[src/rtl/uart_pkg.sv]
// Shared types and helpers for the UART transmit path.
package uart_pkg;

  typedef enum logic [1:0] {
    NONE = 2'd0,
    ODD  = 2'd1,
    EVEN = 2'd2
  } parity_e;

  typedef enum logic [2:0] {
    IDLE   = 3'd0,
    START  = 3'd1,
    DATA   = 3'd2,
    PARITY = 3'd3,
    STOP   = 3'd4
  } tx_state_e;

  function automatic int clks_per_bit(input int clock_hz, input int baud);
    return clock_hz / baud;
  endfunction

endpackage

[src/rtl/uart_baud_tick.sv]
// Bit-period clock enable: counts 0..CLKS_PER_BIT-1 and flags the last count.
module uart_baud_tick #(
  parameter int CLKS_PER_BIT = 4
) (
  input  logic clock,
  input  logic nreset,
  input  logic clear,
  output logic tick
);

  localparam int CW = $clog2(CLKS_PER_BIT);
  localparam logic [CW-1:0] LAST = CW'(CLKS_PER_BIT - 1);

  logic [CW-1:0] cnt;

  always_ff @(posedge clock) begin
    if (!nreset || clear) begin
      cnt <= '0;
    end else if (cnt == LAST) begin
      cnt <= '0;
    end else begin
      cnt <= cnt + CW'(1);
    end
  end

  assign tick = (cnt == LAST);

endmodule

[src/rtl/uart_tx_frame.sv]
// Configurable UART transmitter (data width, stop bits, optional parity).
// Parity hardware is present only when UART_TX_PARITY_EN is defined.
module uart_tx_frame
  import uart_pkg::*;
#(
  parameter int DATA_BITS   = 8,
  parameter int STOP_BITS   = 1,
  parameter int PARITY      = 0,
  parameter int CLOCK_INPUT = 50_000_000,
  parameter int BAUDRATE    = 115200
) (
  input  logic                 clock,
  input  logic                 nreset,
  input  logic                 valid_tx_in,
  input  logic [DATA_BITS-1:0] data_tx_in,
  output logic                 ready_tx_out,
  output logic                 sdata_tx_out,
  output logic                 busy_tx_out,
  output logic                 done_tx_out,
  output logic [2:0]           state_dbg
);

  localparam int CLKS_PER_BIT = clks_per_bit(CLOCK_INPUT, BAUDRATE);
  localparam int BCW          = $clog2(DATA_BITS);

  if (CLKS_PER_BIT < 2) begin : g_err_cpb
    $error("uart_tx_frame: CLOCK_INPUT/BAUDRATE must give at least 2 clocks per bit");
  end
  if (DATA_BITS < 5 || DATA_BITS > 9) begin : g_err_data
    $error("uart_tx_frame: DATA_BITS must be 5..9");
  end
  if (STOP_BITS < 1 || STOP_BITS > 2) begin : g_err_stop
    $error("uart_tx_frame: STOP_BITS must be 1 or 2");
  end
  if (PARITY < 0 || PARITY > int'(EVEN)) begin : g_err_par
    $error("uart_tx_frame: PARITY must be 0, 1 or 2");
  end

  // Handshake: a word transfers on any rising edge where valid and ready are
  // both high; ready is high exactly while the FSM is idle.
  tx_state_e            state;
  logic [DATA_BITS-1:0] shift;
  logic [BCW-1:0]       bit_cnt;
  logic                 stop_cnt;
  logic                 tick;
  logic                 hs;

  assign hs        = valid_tx_in && ready_tx_out;
  assign state_dbg = state;

  uart_baud_tick #(
    .CLKS_PER_BIT(CLKS_PER_BIT)
  ) u_baud (
    .clock (clock),
    .nreset(nreset),
    .clear (hs),
    .tick  (tick)
  );

`ifdef UART_TX_PARITY_EN
  localparam bit PAR_ON = (PARITY != int'(NONE));
  logic par_bit;

  always_ff @(posedge clock) begin
    if (!nreset) begin
      par_bit <= 1'b0;
    end else if (hs) begin
      par_bit <= (PARITY == int'(EVEN)) ? ^data_tx_in : ~^data_tx_in;
    end
  end
`endif

  always_ff @(posedge clock) begin
    if (!nreset) begin
      state        <= IDLE;
      sdata_tx_out <= 1'b1;
      ready_tx_out <= 1'b1;
      busy_tx_out  <= 1'b0;
      done_tx_out  <= 1'b0;
      shift        <= '0;
      bit_cnt      <= '0;
      stop_cnt     <= 1'b0;
    end else begin
      done_tx_out <= 1'b0;
      case (state)
        IDLE: begin
          sdata_tx_out <= 1'b1;
          if (hs) begin
            shift        <= data_tx_in;
            bit_cnt      <= '0;
            stop_cnt     <= 1'b0;
            sdata_tx_out <= 1'b0;
            ready_tx_out <= 1'b0;
            busy_tx_out  <= 1'b1;
            state        <= START;
          end
        end
        START: begin
          if (tick) begin
            sdata_tx_out <= shift[0];
            state        <= DATA;
          end
        end
        DATA: begin
          if (tick) begin
            if (bit_cnt == BCW'(DATA_BITS - 1)) begin
`ifdef UART_TX_PARITY_EN
              if (PAR_ON) begin
                sdata_tx_out <= par_bit;
                state        <= uart_pkg::PARITY;
              end else begin
                sdata_tx_out <= 1'b1;
                state        <= STOP;
              end
`else
              sdata_tx_out <= 1'b1;
              state        <= STOP;
`endif
            end else begin
              // Drive the next bit now so the line changes on the boundary.
              shift        <= shift >> 1;
              sdata_tx_out <= shift[1];
              bit_cnt      <= bit_cnt + BCW'(1);
            end
          end
        end
`ifdef UART_TX_PARITY_EN
        uart_pkg::PARITY: begin
          if (tick) begin
            sdata_tx_out <= 1'b1;
            state        <= STOP;
          end
        end
`endif
        STOP: begin
          if (tick) begin
            if (stop_cnt == 1'(STOP_BITS - 1)) begin
              sdata_tx_out <= 1'b1;
              ready_tx_out <= 1'b1;
              busy_tx_out  <= 1'b0;
              done_tx_out  <= 1'b1;
              state        <= IDLE;
            end else begin
              stop_cnt <= 1'b1;
            end
          end
        end
        default: begin
          sdata_tx_out <= 1'b1;
          ready_tx_out <= 1'b1;
          busy_tx_out  <= 1'b0;
          state        <= IDLE;
        end
      endcase
    end
  end

endmodule

[config.mk]
export PLATFORM = sky130hd
export DESIGN_NAME = uart_tx_frame
export DESIGN_NICKNAME = d
export VERILOG_FILES = /design/src/rtl/uart_pkg.sv /design/src/rtl/uart_baud_tick.sv /design/src/rtl/uart_tx_frame.sv
export SDC_FILE = /design/constraint.sdc
export NUM_CORES = 1
export LEC_CHECK = 0
export CORE_MARGIN = 8
export CORE_UTILIZATION = 55
export CTS_CLUSTER_DIAMETER = 80
export CTS_CLUSTER_SIZE = 28
export DETAILED_ROUTE_END_ITERATION = 16
export DONT_BUFFER_PORTS = 1
export PLACE_DENSITY = 0.7
export SLEW_MARGIN = 5
export SYNTH_ARGS = -nofsm -noshare
export SYNTH_HDL_FRONTEND = slang
export SYNTH_HIERARCHICAL = 1
export SYNTH_SLANG_ARGS = --single-unit
[constraint.sdc]
create_clock -name clock -period 5.5 [get_ports clock]
set_clock_uncertainty 0.15 [all_clocks]
set_input_delay 1.1 -clock clock [delete_from_list [all_inputs] [get_ports clock]]
set_output_delay 1.1 -clock clock [all_outputs]
set_load 0.005 [all_outputs]
Word level (Yosys, flattened, before mapping)
Cells that the tools add are included.
{"block": "totals", "output_inout_bits": 7, "in_bits": 11, "word_cells": 70, "regBits": 28}
{"block": "classes", "n_addsub": 2, "n_reduce_logical": 14, "mux": 32, "n_eq_ne": 12, "bitwise": 1}
{"operator": "3-bit two-way mux", "n": 9}
{"operator": "8-bit two-way mux", "n": 3}
{"operator": "8-bit one-hot mux with 2 select lines", "n": 1}
{"operator": "1-bit two-way mux", "n": 13}
{"operator": "2-bit != test, second input constant", "n": 6}
{"operator": "3-bit one-hot mux with 4 select lines", "n": 1}
{"operator": "4-bit AND reduction", "n": 3}
{"operator": "9-bit by 1-bit adder with 9-bit output, second input constant", "n": 1}
{"operator": "9-bit == test, second input constant", "n": 1}
{"operator": "3-bit == test, second input constant", "n": 2}
{"operator": "1-bit one-hot mux with 3 select lines", "n": 2}
{"operator": "3-bit one-hot mux with 2 select lines", "n": 1}
{"operator": "3-bit AND reduction", "n": 2}
{"operator": "6-bit AND reduction", "n": 1}
{"operator": "1-bit one-hot mux with 4 select lines", "n": 1}
{"operator": "2-bit nonzero test", "n": 2}
{"operator": "2-bit OR reduction", "n": 2}
{"operator": "3-bit by 1-bit adder with 3-bit output, second input constant", "n": 1}
{"operator": "3-bit by 1-bit == test with 1-bit output, second input constant", "n": 1}
{"operator": "3-bit by 2-bit == test with 1-bit output, second input constant", "n": 1}
{"operator": "3-bit logical NOT", "n": 1}
{"operator": "2-bit by 1-bit != test with 1-bit output, second input constant", "n": 1}
{"operator": "1-bit one-hot mux with 2 select lines", "n": 1}
{"operator": "1-bit logical AND", "n": 1}
{"operator": "other kinds (3)", "n": 3}

Longest topological paths before layout
Gate-level depths: netlist of run 1.
{"block": "depth", "depth_word": 4, "ltp_mapped": 9, "depth_no_buf": 8}

Modules after synthesis
Netlist of run 1, hierarchy kept.
{"mod": "uart_tx_frame", "cells_per_inst": 107, "area_per_inst_um2": 918.4, "seq_area_each_um2": 360.3, "instances": 1}
{"mod": "uart_baud_tick", "cells_per_inst": 46, "area_per_inst_um2": 420.4, "seq_area_each_um2": 180.2, "instances": 1}

Least setup slack after synthesis of run 1
Ideal clock, no wire load.
{"block": "synth_path", "path_kind": "input to register", "startpoint": "input port valid_tx_in", "endpoint": "register shift[0]", "cell_stages": 5, "setup_ns": 0.117, "setup_slack_ns": 3.297, "n_path_buf": 1, "arrival_time_ns": 1.935, "path_cell_list": "nand2_1 > or4_4 > buf_6 > o221ai_2 > nor2_1"}
{"block": "synth_between", "elab_chain_cells": 3}
{"element": "start: declaration", "line": "uart_tx_frame.sv:14", "source": "input logic valid_tx_in,"}
{"element": "1-bit logical AND", "line": "uart_tx_frame.sv:48", "source": "assign hs = valid_tx_in && ready_tx_out;"}
{"element": "2-bit by 1-bit != test with 1-bit output (no line)"}
{"element": "4-bit AND reduction (no line)"}
{"element": "end signal: assignment", "line": "uart_tx_frame.sv:89", "source": "shift <= data_tx_in;"}
{"element": "end signal: assignment", "line": "uart_tx_frame.sv:121", "source": "shift <= shift >> 1;"}
{"element": "end: declaration", "line": "uart_tx_frame.sv:42", "source": "logic [DATA_BITS-1:0] shift;"}
No other way between the ends.
A chain may end at the register's enable or synchronous reset.

Worst setup path in the final report of run 1
{"block": "layout_path", "startpoint": "register u_baud.cnt[2]", "endpoint": "register shift[6]"}
{"block": "layout_between", "elab_chain_cells": 3}
{"element": "start: declaration", "line": "uart_baud_tick.sv:14", "source": "logic [CW-1:0] cnt;"}
{"element": "start signal: assignment", "line": "uart_baud_tick.sv:22", "source": "cnt <= cnt + CW'(1);"}
{"element": "9-bit == test", "line": "uart_baud_tick.sv:26", "source": "assign tick = (cnt == LAST);"}
{"element": "named net tick", "line": "uart_tx_frame.sv:45", "source": "logic tick;"}
{"element": "2-bit != test (no line)"}
{"element": "4-bit AND reduction (no line)"}
The timed path passes the listed nets, and every way through them passes these cells.

==> metrics.log, run 1 <==
[metrics] setup repair after global routing missed its margin: no
[metrics] met3 usage: 3.06%
[metrics] Worst path slowest cell: sky130_fd_sc_hd__nor3_1
[metrics] Yosys top cell area share: around two fifths
[metrics] post-CTS sizing: 0
[metrics] via count of the first global-routing pass: just over 1,000
[metrics] Worst Hold Class: reg2reg
[metrics] category of the most critical setup path: reg2reg
[metrics] io pins: 18
[metrics] Yosys warnings: 6
[metrics] Residual DRC: 0
[metrics] routability congestion estimate: 0.741
[metrics] maximum clock path buffer count: 2
[metrics] arrival time reported for the critical path endpoint: 3050 ps
[metrics] startpoint of the worst setup timing path: u_baud/cnt[2]$_SDFF_PP0_
[metrics] largest vdd supply drop: roughly 0.15 mV
[metrics] DP Wirelength: ~1800 µm
[metrics] power per cell area: approximately 250 nW/µm²
[metrics] commonest cells in the synthesized netlist: sky130_fd_sc_hd__dfxtp_1, sky130_fd_sc_hd__nor2_1, sky130_fd_sc_hd__nand2_1
[metrics] Std-Cell Core Area: 2390 µm²
[metrics] ANT cells: 0
[metrics] growth of design area from synthesis to finish: 0.654%
[metrics] total detailed-routing wirelength: ~2500 µm
[metrics] count of port buffers added during placement: 0
[metrics] leakage power figure: 0.466 nW
[metrics] WHS: approximately 330 ps
[metrics] post-route setup TNS: 0 ps
[metrics] worst rel slew slack: 23.4%
[metrics] flip-flop and latch count after synthesis: 27
[metrics] number of antenna violations at the first check in global routing: 0
[metrics] startpoint type of the worst setup path: register
[metrics] max-slew violation count: 0
[metrics] clock-pin transition on the worst setup and hold timing paths: around 140 ps
[metrics] critical path fanouts, max: 11
[metrics] final setup fails: 0
[metrics] H-Tree Level Count: 1
[metrics] hold-fix buffer count after cts: 0
[metrics] count of placed standard cells in the final layout, fillers left out: 177
[metrics] worst r2r path cells: 6
[metrics] routing usage on met1: 13.2%
[metrics] sequential cell area: 541 µm²
[metrics] clock root cell: sky130_fd_sc_hd__clkbuf_4
[metrics] required time of the critical path: 5580 ps
[metrics] total global-route track usage: 12.2%
[metrics] die width: roughly 65 µm
[metrics] Cell Rows: 18
[metrics] area taken by multi-input logic gates: between 700 and 800 µm²
[metrics] DRC marker count from the first detailed-route iteration: 96
[metrics] ratio of cells with drive above 1 in the final layout: just over 10%
[metrics] crit share post-route: 54.1%
[metrics] die outline height: 65.3 µm
[metrics] fill count: 243
[metrics] Die Outline Area: 4270 µm²
[metrics] first-pass GRT wire length: about 4300 µm
[metrics] vias per cell: between 5 and 6
[metrics] initial cell density of the core: ~56%
[metrics] met2 Track Usage GR: between 20% and 30%
[metrics] nets in the synthesized netlist: 168
[metrics] number of CTS-inserted buffers: 3
[metrics] Max Cap Violations: 0
[metrics] post-placement cell count: 173
[metrics] Post-Synthesis Cells: 153
[metrics] overall via count from detail_route: 1,054
[metrics] CP Cell Sequence: or3_4 -> nor3_1 -> nand3b_1 -> or3_1 -> o221ai_2 -> nor2_1
[metrics] transition time at the pin with the least slew margin: 1140 ps
[metrics] GRT Max-Usage Layer: met2
[metrics] Critical Path Sink: shift[6]$_SDFFE_PN0P_
[metrics] sequential fraction of the synthesis area: 40.4%
[metrics] post-route antenna net violation count: 0
[metrics] register-to-register setup slack: approximately 2500 ps
[metrics] Mapped Area: 1340 µm²
[metrics] clock latency on the worst-skew pair: a little over 300 ps
[metrics] first-pass iteration count of the detailed router: 4
[metrics] number of flops mapped to enable cells by yosys: 0
[metrics] max frequency: 336 MHz
[metrics] startpoint of the most critical register-to-register path: u_baud/cnt[2]$_SDFF_PP0_
[metrics] critical path's largest stage delay: 880 ps
[metrics] # nets final: 163
[metrics] Synth area leader: sky130_fd_sc_hd__dfxtp_1
[metrics] main flop type after synthesis: sky130_fd_sc_hd__dfxtp_1
[metrics] overall overflow remaining after global route: 0
[metrics] nature of the critical path endpoint: register
[metrics] CTS tree: yes
[metrics] ys async rst share: 0%
[metrics] wire length per cell: 13.9 µm
[metrics] r2r endpoint: shift[6]$_SDFFE_PN0P_
[metrics] result of the run: complete, no violations
[metrics] Synth Area per Inst: between 8 and 9 µm²
[metrics] number of sinks driven by the clock tree: 27
[metrics] main area contributors after synthesis: sky130_fd_sc_hd__dfxtp_1, sky130_fd_sc_hd__o221ai_2, sky130_fd_sc_hd__nor2_1
[metrics] clock period minus worst slack: 2970 ps
[metrics] total setup buffers inserted after CTS: 0
[metrics] Final Hold Violating Endpoints: 0
[metrics] largest net degree at the start of global routing: 23
[metrics] Netlist cell types: 37
[state kept, by name, indices dropped and copies added, names as in the netlist]
register,flops
state_dbg,3
done_tx_out,1
u_baud/cnt,9
ready_tx_out,1
sdata_tx_out,1
shift,8
busy_tx_out,1
bit_cnt,3
[worst min-delay path by stage]
| stage | slack, ps | cells past startpoint | from | end |
|---|---|---|---|---|
| global route | 370 | 1 | u_baud/cnt[0]$_SDFF_PP0_ | u_baud/cnt[0]$_SDFF_PP0_ |
| detailed placement | 310 | 1 | u_baud/cnt[0]$_SDFF_PP0_ | u_baud/cnt[0]$_SDFF_PP0_ |
| CTS | 340 | 1 | u_baud/cnt[0]$_SDFF_PP0_ | u_baud/cnt[0]$_SDFF_PP0_ |
| floorplan | 280 | 1 | u_baud/cnt[0]$_SDFF_PP0_ | u_baud/cnt[0]$_SDFF_PP0_ |
| finish | 330 | 1 | u_baud/cnt[0]$_SDFF_PP0_ | u_baud/cnt[0]$_SDFF_PP0_ |
| global placement | 300 | 1 | u_baud/cnt[0]$_SDFF_PP0_ | u_baud/cnt[0]$_SDFF_PP0_ |
[cells by family after synthesis]
| logic type | after synthesis | share of synthesized area [%] |
|---|---|---|
| buf+inv | 12 | 4.77 |
| fa+ha+maj | 4 | 3.74 |
| xor+xnor | 4 | 2.62 |
| flops | 27 | 40.4 |
| compound gates | 33 | 21.4 |
| simple gates | 73 | 27.1 |
[where the power goes]
group	internal [mW]	switching, mW	total [mW]
sequential	0.206	0.0110	0.217
combinational	0.0169	0.0186	0.0355
clock	0.0272	0.0559	0.0831
total	0.250	0.0855	0.335
[critical path: cells and delay by family, from the launching register on]
kind             cells  cell delay [ps]
flip-flops           1              390
AO/OA/AOI/OAI        1              240
AND/OR/NAND/NOR      5             2110
[per-layer routing]
layer | vias to the layer above | share of wire (%)
li1 | 533 | -
met1 | 508 | 46
met2 | 11 | 50
met3 | 2 | 4.2
met4 | 0 | 0.53
met5 | - | 0
[through the flow]
step | cell area, µm² | total power, mW | util, % | worst slack [ps]
after global routing | 1350 | 0.355 | 56.4 | 2330
after global placement | 1320 | 0.255 | 55.3 | 2700
after detailed placement | 1320 | 0.257 | 55.3 | 2580
after floorplan | 1340 | 0.255 | - | 3300
after CTS | 1350 | 0.340 | 56.4 | 2560
final | 1350 | 0.335 | 56.4 | 2530
[placed cells by master, fill, tap and decap left out, types with 3 or more instances in the layout]
cell type and n:
sky130_fd_sc_hd__nand3_1 6, sky130_fd_sc_hd__ha_1 4, sky130_fd_sc_hd__nand2_1 13, sky130_fd_sc_hd__o221ai_2 7
sky130_fd_sc_hd__clkbuf_4 3, sky130_fd_sc_hd__dfxtp_1 27, sky130_fd_sc_hd__nor2_1 27, sky130_fd_sc_hd__nor3_1 4
sky130_fd_sc_hd__a21oi_1 7, sky130_fd_sc_hd__o22ai_1 5, sky130_fd_sc_hd__o21ai_0 4, sky130_fd_sc_hd__nand3b_1 3
sky130_fd_sc_hd__or3_1 4, sky130_fd_sc_hd__nor2b_1 5
[cell type report]
cell class,count,area share [%]
multi-input cells,114,54.5
flip-flops and latches,27,40.1
well taps,30,2.79
clock buffers,3,1.67
inverters,2,0.557
clock inverters,1,0.371
No activity file was read; power rests on OpenSTA's default activity.
==> run 2, diff against run 1 <==
--- a/config.mk
+++ b/config.mk
@@ -11,7 +11,7 @@
 export CTS_CLUSTER_SIZE = 28
 export DETAILED_ROUTE_END_ITERATION = 16
 export DONT_BUFFER_PORTS = 1
-export PLACE_DENSITY = 0.7
+export PLACE_DENSITY = 0.73
 export SLEW_MARGIN = 5
 export SYNTH_ARGS = -nofsm -noshare
 export SYNTH_HDL_FRONTEND = slang
==> constraint.sdc (replaced) <==
create_clock -name clock -period 2.5 [get_ports clock]
set_clock_uncertainty 0.15 [all_clocks]
set_input_delay 0.5 -clock clock [delete_from_list [all_inputs] [get_ports clock]]
set_output_delay 0.5 -clock clock [all_outputs]
set_load 0.005 [all_outputs]
==> run 2 against run 1 <==
  * Sequential power up 120%
  * Sequential share of layout area down 0.51 points
  * Critical endpoint is now shift[3]$_SDFFE_PN0P_
  * Routed wire length up 1.1%
  * Highest routed layer unchanged
==> metrics.log, run 2 (synthesized netlist as in run 1, its figures left out) <==
[metrics] die outline height: 65.3 µm (unchanged)
[metrics] post-placement cell count: 175 (was 173)
[metrics] max frequency: 454 MHz (was 336 MHz)
[metrics] crit share post-route: 88.2% (was 54.1%)
[metrics] number of sinks driven by the clock tree: 27 (unchanged)
[metrics] power per cell area: 551 nW/µm² (was 249 nW/µm²)
[metrics] routability congestion estimate: 0.785 (was 0.741)
[metrics] post-route antenna net violation count: 0 (unchanged)
[metrics] first-pass GRT wire length: 4330 µm (was 4340 µm)
[metrics] number of CTS-inserted buffers: 3 (unchanged)
[metrics] via count of the first global-routing pass: 983 (was 1,017)
[metrics] die width: 65.3 µm (unchanged)
[metrics] vias per cell: 5.95 (about the same)
[metrics] clock root cell: sky130_fd_sc_hd__clkbuf_4 (unchanged)
[metrics] largest vdd supply drop: 0.347 mV (was 0.154 mV)
[metrics] critical path fanouts, max: 10 (was 11)
[metrics] total detailed-routing wirelength: 2490 µm (was 2460 µm)
[metrics] Die Outline Area: 4270 µm² (unchanged)
[metrics] required time of the critical path: 2600 ps (was 5580 ps)
[metrics] clock period minus worst slack: 2200 ps (was 2970 ps)
[metrics] largest net degree at the start of global routing: 23 (unchanged)
[metrics] max-slew violation count: 0 (unchanged)
[metrics] max FFs per register: 9 (unchanged)
[metrics] growth of design area from synthesis to finish: 1.96% (was 0.654%)
[metrics] leakage power figure: 0.473 nW (was 0.466 nW)
[metrics] Cell Rows: 18 (unchanged)
[metrics] initial cell density of the core: 56.1% (unchanged)
[metrics] maximum clock path buffer count: 2 (unchanged)
[metrics] worst rel slew slack: 59.7% (was 23.4%)
[metrics] Final Hold Violating Endpoints: 0 (unchanged)
[metrics] worst slack at placement: 293 ps (was 2580 ps)
[metrics] ANT cells: 0 (unchanged)
[metrics] wire length per cell: 13.9 µm (about the same)
[metrics] setup repair after global routing missed its margin: no (unchanged)
[metrics] CP Cell Sequence: or3_4 -> nor3_1 -> nand3b_1 -> or3_1 -> o221ai_2 -> nor2_1 (unchanged)
[metrics] post-route setup TNS: 0 ps (unchanged)
[metrics] overall via count from detail_route: 1,065 (was 1,054)
[metrics] total buffers and inverters traversed by the critical path: 0 (unchanged)
[metrics] total global-route track usage: 12.4% (was 12.2%)
[metrics] transition time at the pin with the least slew margin: 603 ps (was 1140 ps)
[metrics] critical path's largest stage delay: 550 ps (was 880 ps)
[metrics] worst setup margin: 295 ps (was 2530 ps)
[metrics] Worst Hold Class: in2reg (was reg2reg)
[metrics] count of port buffers added during placement: 0 (unchanged)
[metrics] count of placed standard cells in the final layout, fillers left out: 179 (was 177)
[metrics] final setup fails: 0 (unchanged)
[metrics] ratio of cells with drive above 1 in the final layout: 11.4% (was 10.2%)
[metrics] category of the most critical setup path: reg2reg (unchanged)
[metrics] top cell family by delay on the critical path: simple AND/OR/NAND/NOR gates (unchanged)
[metrics] H-Tree Level Count: 1 (unchanged)
[metrics] hold-fix buffer count after cts: 0 (unchanged)
[metrics] # nets final: 165 (was 163)
[metrics] most frequent cells in the layout: sky130_fd_sc_hd__nor2_1, sky130_fd_sc_hd__dfxtp_1, sky130_fd_sc_hd__nand2_1, sky130_fd_sc_hd__o221ai_2, sky130_fd_sc_hd__a21oi_1 (unchanged)
[metrics] DRC marker count from the first detailed-route iteration: 98 (was 96)
[metrics] overall overflow remaining after global route: 0 (unchanged)
[metrics] clock latency on the worst-skew pair: 330 ps (was 310 ps)
[metrics] clock-pin transition on the worst setup and hold timing paths: 160 ps (was 140 ps)
[metrics] total setup buffers inserted after CTS: 0 (unchanged)
[metrics] Max Cap Violations: 0 (unchanged)
[metrics] registers with the highest flip-flop counts: u_baud/cnt (9), shift (8) (unchanged)
[metrics] CTS tree: yes (unchanged)
[metrics] Most flops, register: u_baud/cnt (unchanged)
[metrics] post-CTS sizing: 0 (unchanged)
[metrics] io pins: 18 (unchanged)
[metrics] Residual DRC: 0 (unchanged)
[metrics] arrival time reported for the critical path endpoint: 2300 ps (was 3050 ps)
[metrics] result of the run: complete, no violations (unchanged)
[metrics] Std-Cell Core Area: 2390 µm² (unchanged)
[metrics] Worst path slowest cell: sky130_fd_sc_hd__or3_1 (was sky130_fd_sc_hd__nor3_1)
[metrics] startpoint type of the worst setup path: register (unchanged)
[metrics] nature of the critical path endpoint: register (unchanged)
[metrics] DP Wirelength: 1820 µm (was 1770 µm)
[metrics] number of antenna violations at the first check in global routing: 0 (unchanged)
[metrics] first-pass iteration count of the detailed router: 4 (unchanged)
-- run 2: worst paths after layout --
path              slack [ps]                         to  depth (start not counted)                startpoint
hold / removal           110  ready_tx_out$_SDFFE_PN1P_                          1                    nreset
hold reg to reg          340   u_baud/cnt[0]$_SDFF_PP0_                          1  u_baud/cnt[0]$_SDFF_PP0_
setup / recovery         300      shift[3]$_SDFFE_PN0P_                          6  u_baud/cnt[2]$_SDFF_PP0_
setup reg to reg         300      shift[3]$_SDFFE_PN0P_                          6  u_baud/cnt[2]$_SDFF_PP0_
-- run 2: routing by layer --
layer	up-vias	track usage [%]	part of all wire, %
li1	535	-	-
met1	508	14.0	44
met2	18	20.5	50
met3	4	4.59	5.2
met4	0	5.18	1.2
met5	-	0	0
-- run 2: report_power, final --
part | internal [mW] | switching [mW]
sequential | 0.453 | 0.0246
combinational | 0.0389 | 0.0407
clock | 0.0613 | 0.134
-- run 2: metrics by stage --
step | utilization, % | instance area (µm²) | hold slack (ps) | power, mW
4_1_cts | 57.2 | 1370 | 97.3 | 0.760
3_5_place_dp | 55.9 | 1340 | 313 | 0.568
6_report | 57.2 | 1370 | 108 | 0.752
5_1_grt | 57.2 | 1370 | 83.8 | 0.790
2_1_floorplan | - | 1340 | 283 | 0.560
3_3_place_gp | 55.9 | 1340 | 301 | 0.562
-- run 2: worst register-to-register path, stage by stage (launching register included) --
cell and delay (ps):
sky130_fd_sc_hd__dfxtp_1 390, sky130_fd_sc_hd__or3_4 410, sky130_fd_sc_hd__nor3_1 220, sky130_fd_sc_hd__nand3b_1 120
sky130_fd_sc_hd__or3_1 550, sky130_fd_sc_hd__o221ai_2 230, sky130_fd_sc_hd__nor2_1 70
-- run 2: cell type report --
class                      count  area (µm²)
multi-input combinational    114         734
timing repair buffer           2        15.0
inverter                       2        7.51
sequential                    27         541
fill                         213        1020
clock inverter                 1        7.51
clock buffer                   3        22.5
tap                           30        37.5
